### config.mk
export PLATFORM = sky130hd
export DESIGN_NAME = dmem_arbiter_flat
export DESIGN_NICKNAME = d
export VERILOG_FILES = /design/src/rtl/dmem_arbiter_if.sv /design/src/rtl/dmem_arbiter.sv /design/src/flat_wrapper.sv
export SDC_FILE = /design/constraint.sdc
export NUM_CORES = 1
export LEC_CHECK = 0
export ABC_AREA = 1
export ABC_CLOCK_PERIOD_IN_PS = 2400
export CAP_MARGIN = 20
export CORE_AREA = 2 2 205 207
export CTS_CLUSTER_DIAMETER = 40
export DETAILED_ROUTE_END_ITERATION = 7
export DIE_AREA = 0 0 207 209
export GPL_ROUTABILITY_DRIVEN = 0
export GPL_TIMING_DRIVEN = 0
export SYNTH_ARGS = -nofsm -noshare
export SYNTH_HDL_FRONTEND = slang
export SYNTH_SLANG_ARGS = --single-unit
### constraint.sdc
create_clock -name clk -period 2.4 [get_ports clk]
set_clock_uncertainty 0.05 [all_clocks]
set_input_delay 0.36 -clock clk [delete_from_list [all_inputs] [get_ports clk]]
set_output_delay 0.36 -clock clk [all_outputs]
set_load 0.01 [all_outputs]
### src/rtl/dmem_arbiter_if.sv
// Request/response and memory-side bus of the two-port data memory arbiter.
// The arbiter uses the slave modport; the requesters plus the memory use master.
interface dmem_arbiter_if #(
  parameter int unsigned DATA_WIDTH_POW = 6,
  parameter int unsigned ADDR_WIDTH_POW = 6
);
  localparam int unsigned DW = 2 ** DATA_WIDTH_POW;
  localparam int unsigned AW = 2 ** ADDR_WIDTH_POW;

  logic [1:0]      req_valid;
  logic [1:0]      req_ready;
  logic [1:0]      req_write;
  logic [2*AW-1:0] req_addr;
  logic [2*DW-1:0] req_wdata;
  logic [1:0]      resp_valid;
  logic [DW-1:0]   resp_rdata;
  logic [AW-1:0]   mem_addr;
  logic [DW-1:0]   mem_wdata;
  logic            mem_readEnable;
  logic            mem_writeEnable;
  logic [DW-1:0]   mem_rdata;

  modport slave (
    input  req_valid, req_write, req_addr, req_wdata, mem_rdata,
    output req_ready, resp_valid, resp_rdata,
           mem_addr, mem_wdata, mem_readEnable, mem_writeEnable
  );

  modport master (
    output req_valid, req_write, req_addr, req_wdata, mem_rdata,
    input  req_ready, resp_valid, resp_rdata,
           mem_addr, mem_wdata, mem_readEnable, mem_writeEnable
  );
endinterface

### src/rtl/dmem_arbiter.sv
// Round-robin arbiter and sequencer for the shared data memory port:
// port 0 = core load/store, port 1 = debug/DMA, one access in flight.
module dmem_arbiter #(
  parameter int unsigned DATA_WIDTH_POW = 6,
  parameter int unsigned ADDR_WIDTH_POW = 6,
  parameter int unsigned READ_LATENCY   = 1
) (
  input  logic          clk,
  input  logic          rst_n,
  dmem_arbiter_if.slave bus,
  output logic          busy
);
  localparam int unsigned DW = 2 ** DATA_WIDTH_POW;
  localparam int unsigned AW = 2 ** ADDR_WIDTH_POW;
  localparam logic [3:0]  LAT_LOAD = 4'(READ_LATENCY - 1);

  typedef enum logic [1:0] {IDLE, ISSUE, WAIT, RESP} state_t;

  state_t     state, state_nxt;
  logic       rr_ptr;
  logic       owner;
  logic       wr_q;
  logic [3:0] lat_cnt;
  logic       grant_vld;
  logic       grant_port;

  // Grant is suppressed while rst_n is low so req_ready reads 0 during reset.
  always_comb begin
    grant_vld  = 1'b0;
    grant_port = 1'b0;
    if (state == IDLE && rst_n) begin
      case (bus.req_valid)
        2'b01: begin
          grant_vld  = 1'b1;
          grant_port = 1'b0;
        end
        2'b10: begin
          grant_vld  = 1'b1;
          grant_port = 1'b1;
        end
        2'b11: begin
          grant_vld  = 1'b1;
          grant_port = rr_ptr;
        end
        default: ;
      endcase
    end
  end

  assign bus.req_ready = grant_vld ? (grant_port ? 2'b10 : 2'b01) : '0;
  assign busy          = (state != IDLE);

  always_comb begin
    state_nxt           = state;
    bus.mem_readEnable  = 1'b0;
    bus.mem_writeEnable = 1'b0;
    bus.resp_valid      = '0;
    unique case (state)
      IDLE: begin
        if (grant_vld) state_nxt = ISSUE;
      end
      ISSUE: begin
        bus.mem_writeEnable = wr_q;
        bus.mem_readEnable  = ~wr_q;
        state_nxt           = wr_q ? RESP : WAIT;
      end
      WAIT: begin
        if (lat_cnt == '0) state_nxt = RESP;
      end
      RESP: begin
        bus.resp_valid = owner ? 2'b10 : 2'b01;
        state_nxt      = IDLE;
      end
      default: state_nxt = IDLE;
    endcase
  end

  // mem_addr/mem_wdata are loaded at the handshake, so they present the
  // registered request during ISSUE and hold it until the next grant.
  always_ff @(posedge clk) begin
    if (!rst_n) begin
      state          <= IDLE;
      rr_ptr         <= 1'b0;
      owner          <= 1'b0;
      wr_q           <= 1'b0;
      lat_cnt        <= '0;
      bus.mem_addr   <= '0;
      bus.mem_wdata  <= '0;
      bus.resp_rdata <= '0;
    end else begin
      state <= state_nxt;
      if (grant_vld) begin
        owner         <= grant_port;
        rr_ptr        <= ~grant_port;
        wr_q          <= grant_port ? bus.req_write[1] : bus.req_write[0];
        bus.mem_addr  <= grant_port ? bus.req_addr[2*AW-1:AW] : bus.req_addr[AW-1:0];
        bus.mem_wdata <= grant_port ? bus.req_wdata[2*DW-1:DW] : bus.req_wdata[DW-1:0];
      end
      if (state == ISSUE) begin
        lat_cnt <= LAT_LOAD;
      end else if (state == WAIT) begin
        if (lat_cnt == '0) bus.resp_rdata <= bus.mem_rdata;
        else               lat_cnt        <= lat_cnt - 4'd1;
      end
    end
  end
endmodule

### src/flat_wrapper.sv
// flat-port wrapper written by rule: the top's interface ports become plain ports
module dmem_arbiter_flat 
#(
  parameter int unsigned DATA_WIDTH_POW = 6,
  parameter int unsigned ADDR_WIDTH_POW = 6,
  parameter int unsigned READ_LATENCY   = 1
)
  (clk, rst_n, busy, bus_req_valid, bus_req_write, bus_req_addr, bus_req_wdata, bus_mem_rdata, bus_req_ready, bus_resp_valid, bus_resp_rdata, bus_mem_addr, bus_mem_wdata, bus_mem_readEnable, bus_mem_writeEnable);
  dmem_arbiter_if #(.DATA_WIDTH_POW(DATA_WIDTH_POW), .ADDR_WIDTH_POW(ADDR_WIDTH_POW)) bus_i ();
  input  logic clk;
  input  logic rst_n;
  output logic busy;
  input wire logic [$bits(bus_i.req_valid)-1:0] bus_req_valid;
  input wire logic [$bits(bus_i.req_write)-1:0] bus_req_write;
  input wire logic [$bits(bus_i.req_addr)-1:0] bus_req_addr;
  input wire logic [$bits(bus_i.req_wdata)-1:0] bus_req_wdata;
  input wire logic [$bits(bus_i.mem_rdata)-1:0] bus_mem_rdata;
  output wire logic [$bits(bus_i.req_ready)-1:0] bus_req_ready;
  output wire logic [$bits(bus_i.resp_valid)-1:0] bus_resp_valid;
  output wire logic [$bits(bus_i.resp_rdata)-1:0] bus_resp_rdata;
  output wire logic [$bits(bus_i.mem_addr)-1:0] bus_mem_addr;
  output wire logic [$bits(bus_i.mem_wdata)-1:0] bus_mem_wdata;
  output wire logic [$bits(bus_i.mem_readEnable)-1:0] bus_mem_readEnable;
  output wire logic [$bits(bus_i.mem_writeEnable)-1:0] bus_mem_writeEnable;
  assign bus_i.req_valid = bus_req_valid;
  assign bus_i.req_write = bus_req_write;
  assign bus_i.req_addr = bus_req_addr;
  assign bus_i.req_wdata = bus_req_wdata;
  assign bus_i.mem_rdata = bus_mem_rdata;
  assign bus_req_ready = bus_i.req_ready;
  assign bus_resp_valid = bus_i.resp_valid;
  assign bus_resp_rdata = bus_i.resp_rdata;
  assign bus_mem_addr = bus_i.mem_addr;
  assign bus_mem_wdata = bus_i.mem_wdata;
  assign bus_mem_readEnable = bus_i.mem_readEnable;
  assign bus_mem_writeEnable = bus_i.mem_writeEnable;
  dmem_arbiter #(.DATA_WIDTH_POW(DATA_WIDTH_POW), .ADDR_WIDTH_POW(ADDR_WIDTH_POW), .READ_LATENCY(READ_LATENCY)) u_core (.clk(clk), .rst_n(rst_n), .bus(bus_i), .busy(busy));
endmodule
======== Word-level counts from Yosys, hierarchy flattened ========
Index checks and enable logic that the tools add are counted.
word-level totals
  register bits ........................... 201
  input bits .............................. 326
  output and inout bits ................... 199
operators by class
  add/subtract/negate cells ............... 1
  equal/unequal tests ..................... 8
  multiplexer cells ....................... 17
  bitwise logic cells ..................... 5
  reduce and logical (&&, ||, !) cells .... 9
operators by type and width
  cell                 count
  $mux 64              2
  $mux 2               6
  $eq 2x2->1 const B   4
  $pmux 2 s4           1
  $mux 1               7
  $not 1->1            5
  $eq 2x1->1 const B   2
  $logic_not 4->1      1
  $ne 2x1->1 const B   2
  $reduce_and 2->1     2
  $sub 4x1->4 const B  1
  $reduce_and 3->1     1
  $reduce_or 3->1      1
  $logic_not 2->1      1
  $pmux 1 s2           1
  $reduce_bool 2->1    1
  $reduce_or 2->1      1
  $logic_and 1x1->1    1

======== Logic depth before layout (Yosys ltp) ========
Gate-level depths: netlist of the first run.
  depth after elaboration ................. 6
  gate-level depth with buffers ........... 11
  gate-level depth less buffers ........... 9

======== Worst setup path after synthesis of the first run ========
OpenSTA, ideal clock, no wires.
  kind .................................... reg2out
  from .................................... register u_core.state[0]
  to ...................................... output port bus_req_ready[0]
  arrival time ............................ 1.347 ns
  data required time ...................... 1.990 ns
  slack ................................... 0.643 ns
  stages on the path, launching flop included .. 8
  buffers on the path ..................... 1
  cells stage by stage .................... dfxtp_1 > inv_1 > ha_1 > nand2_4 > inv_2 > nand2_2 > clkbuf_1 > nor2_1
between the ends
  word-level cells in the longest chain between the ends .. 5
  elaborated cells on any way between the ends .. 6
  those cells by class .................... 4 x mux; 2 x reduce/logical
ends and longest elaborated chain
  element                 line                source
  from (decl)             dmem_arbiter.sv:19  state_t state, state_nxt;
  from (signal assigned)  dmem_arbiter.sv:91  state <= state_nxt;
  $logic_not 2->1 *       dmem_arbiter.sv:31  if (state == IDLE && rst_n) begin
  $logic_and 1x1->1 *     dmem_arbiter.sv:31
  $mux 1                  dmem_arbiter.sv:31
  $mux 2                  dmem_arbiter.sv:50  assign bus.req_ready = grant_vld ? (grant_port ? 2'b10 : 2'b01) : '0;
  $mux 2 *                dmem_arbiter.sv:50
  to (decl)               flat_wrapper.sv:18  output wire logic [$bits(bus_i.req_ready)-1:0] bus_req_ready;
Every way passes the cells marked *; elsewhere a longest branch is shown, timed or not.

======== Final worst setup path of the first run ========
  from .................................... register u_core.state[1]
  to ...................................... output port bus_mem_readEnable
between the ends
  word-level cells in the longest chain between the ends .. 2
ends and longest elaborated chain
  element     line                source
  $eq 2x1->1  dmem_arbiter.sv:58  unique case (state)
  $mux 1      dmem_arbiter.sv:58
  to (decl)   flat_wrapper.sv:23  output wire logic [$bits(bus_i.mem_readEnable)-1:0] bus_mem_readEnable;
No other way between the ends.

==> results of run 1 <==
## cell families after synthesis
kind of cell	count (synthesis)	share of synthesized area [%]
AO/OA/AOI/OAI	137	7.31
adder cells (fa/ha/maj)	7	0.930
flip-flops	201	42.7
buffers and inverters	331	14.7
AND/OR/NAND/NOR	683	34.3
## worst max-delay path, cell delays in order, from the launching register on
cell	delay [ns]
dfxtp_2	0.35
inv_2	0.10
ha_2	0.21
inv_1	0.05
nor2_1	0.09
clkdlybuf4s50_1	0.56
## what timing repair did
| action | CTS | global route |
|---|---|---|
| gates resized for setup | 14 | 3 |
| endpoints found under the setup margin | 4 | 2 |
| pin swaps | 0 | 0 |
| buffers inserted | 1 | 0 |
## where the power goes
part	internal (uW)	switching [uW]
logic	2860	3220
registers	4150	461
clock network	3650	1870
total	10700	5550
## routing by layer
layer / share of wire (%) / up-vias / GRT usage, %
met1: 38 / 5194 / 21.0
met3: 9.9 / 95 / 7.72
li1: - / 5611 / -
met4: 3.9 / 2 / 9.26
met2: 49 / 532 / 34.2
met5: 0.029 / - / 0
## path summary, 6_finish.rpt
check                                   end                       from  slack (ns)
setup / recovery         bus_mem_readEnable            u_core.state[1]        0.11
hold / removal              u_core.state[0]                      rst_n        0.18
setup reg to reg   u_core.bus.mem_wdata[53]            u_core.state[1]        0.35
hold reg to reg   u_core.bus.resp_rdata[28]  u_core.bus.resp_rdata[28]        0.39
## cells in the mapped netlist, drive strengths merged
cell type / n / share of area (%)
nand4: 129 / 8.6
nand2: 276 / 11
dfxtp: 201 / 43
a21oi: 69 / 3.7
buf: 81 / 4.7
inv: 210 / 8.4
a211oi: 1 / 0.080
clkbuf: 40 / 1.6
ha: 7 / 0.93
nand3: 264 / 14
o21ai: 67 / 3.6
nor2: 14 / 0.64
## flip-flops by register name, indices dropped and copies added (netlist names)
register               count
u_core.bus.mem_addr       64
u_core.bus.mem_wdata      64
u_core.bus.resp_rdata     64
u_core.lat_cnt             4
u_core.state               2
u_core.owner               1
u_core.rr_ptr              1
u_core.wr_q                1
## cell type report
| cell class | instances | area (um^2) |
|---|---|---|
| multi-input cells | 827 | 4030 |
| inverters | 210 | 791 |
| well taps | 539 | 674 |
| fillers | 4291 | 24600 |
| plain buffers | 121 | 607 |
| clock buffers | 50 | 1060 |
| diodes | 1 | 2.50 |
| flip-flops and latches | 201 | 4030 |
| repair buffers | 523 | 5230 |
| clock inverters | 17 | 246 |
## through the flow
stage	setup slack [ns]	util (%)
4_1_cts	0.0397	40.3
3_3_place_gp	-0.216	37.1
6_report	0.112	40.4
2_1_floorplan	0.643	-
5_1_grt	0.00575	40.4
3_5_place_dp	-0.236	37.1
==> summary.md, run 1 <==
| Metric | Value |
|---|---|
| Status | completed |
| Die Width | 207 um |
| Syn Inst Count | between 1,000 and 1,500 |
| Commonest non-fill, non-tap cells in the layout | 520 x clkdlybuf4s50_1, 274 x nand2_1, 264 x nand3_1, 206 x inv_1, 199 x dfxtp_1 |
| Total core area | 41,300 um^2 |
| CP arrival | ~1.9 ns |
| Pwr dens | around 970 nW/um^2 |
| Tot Pwr | about 16,000 uW |
| GRT overflow | 0 |
| Most common cell after layout, fill and taps aside | clkdlybuf4s50_1 |
| Final Net Count | roughly 2,300 |
| Cts hold-fix bufs | 0 |
| Max Slew Vio Count | 0 |
| Yosys cell types | 19 |
| Max rail drop VDD | between 0.6 and 0.7 mV |
| Worst-margin pin slew | between 1 and 1.5 ns |
| CTS tree | yes |
| Tcrit/Tclk final | 95.3% |
| Maximum Capacitance Violations | 0 |
| Die Y | 209 um |
| Rows | 75 |
| Fmax | 437 MHz |
| Worst Path Required | 1.99 ns |
| RSZ-0062 raised after global routing | no |
| Finished Cell Area | 16,700 um^2 |
| Setup TNS | 0 ns |
| IO Port Bufs | 522 |
| Cell Area, Synth | between 9000 and 10,000 um^2 |
| Finished Layout Cells | roughly 2,500 |
| First-pass GRT wire length | approximately 66,000 um |
| Die area | 43,300 um^2 |
| Worst Hold Class | in2reg |
| Clock-pin transition on the worst setup and hold timing paths | approximately 0.050 ns |
| CTS sink count | approximately 200 |
| Drt via density | ~4.6 |
| CP Launch Type | register |
| Cell Count Post-Placement | ~2,400 |
| Hold WS | between 0.15 and 0.2 ns |
| Vias | 11,400 |
| DRT Wirelength | 44,300 um |
| Setup-failing EPs final | 0 |
| Syn Area/Cell | approximately 7 um^2 |
| Synthesized flop and latch total | approximately 200 |
| Fin crit period | 2.29 ns |
| DRC Markers | 0 |
| Crit-path max FO | 6 |
| Final ANT Viol Nets | 0 |
| Yosys warns | 0 |
| P&R area growth vs syn | 76.9% |
| Final hold viol count | 0 |
| Layout cells sized above 1 | under 10% |
| Critical Path End Type | output pin |
| H-tree levels | 2 |
| R2R depth | 10 |
| Setup CP Type | reg2out |
| Syn Nets | between 1,500 and 2,000 |
| Relative slew margins | 22.2% |
| Pin count of the biggest net entering global routing | 11 |
| GR Util All Layers | about a fifth |
| Total clock buffers created by CTS | 38 |
| Wirelength per Cell | roughly 18 um |
| Hold path cells | 3 |
| Initial Utilization | roughly 23% |
| Initial antenna violation count | 2 |
| Placed cell areas | approximately 15,000 um^2 |
| HPWL Detailed | ~34,000 um |
| Root Driver | clkbuf_16 |
| Lkg Pwr | between 0.007 and 0.008 uW |
| Initial DRC Count | 970 |
| Drt first pass iters | 5 |
| Io pins | around 530 |
| Sequential area share after synthesis | 42.7% |
| CTS Buffer Depth | 3 |
| Vias in the first global route | about 11,000 |
| Worst skew pair latency | about 0.53 ns |
Power figures use the tool's default switching activity.
==> run 2: changes to the inputs <==
- GPL_ROUTABILITY_DRIVEN: 0 -> default
==> results of run 2 <==
The final DEF is identical to that of run 1; final timing and power are the same.
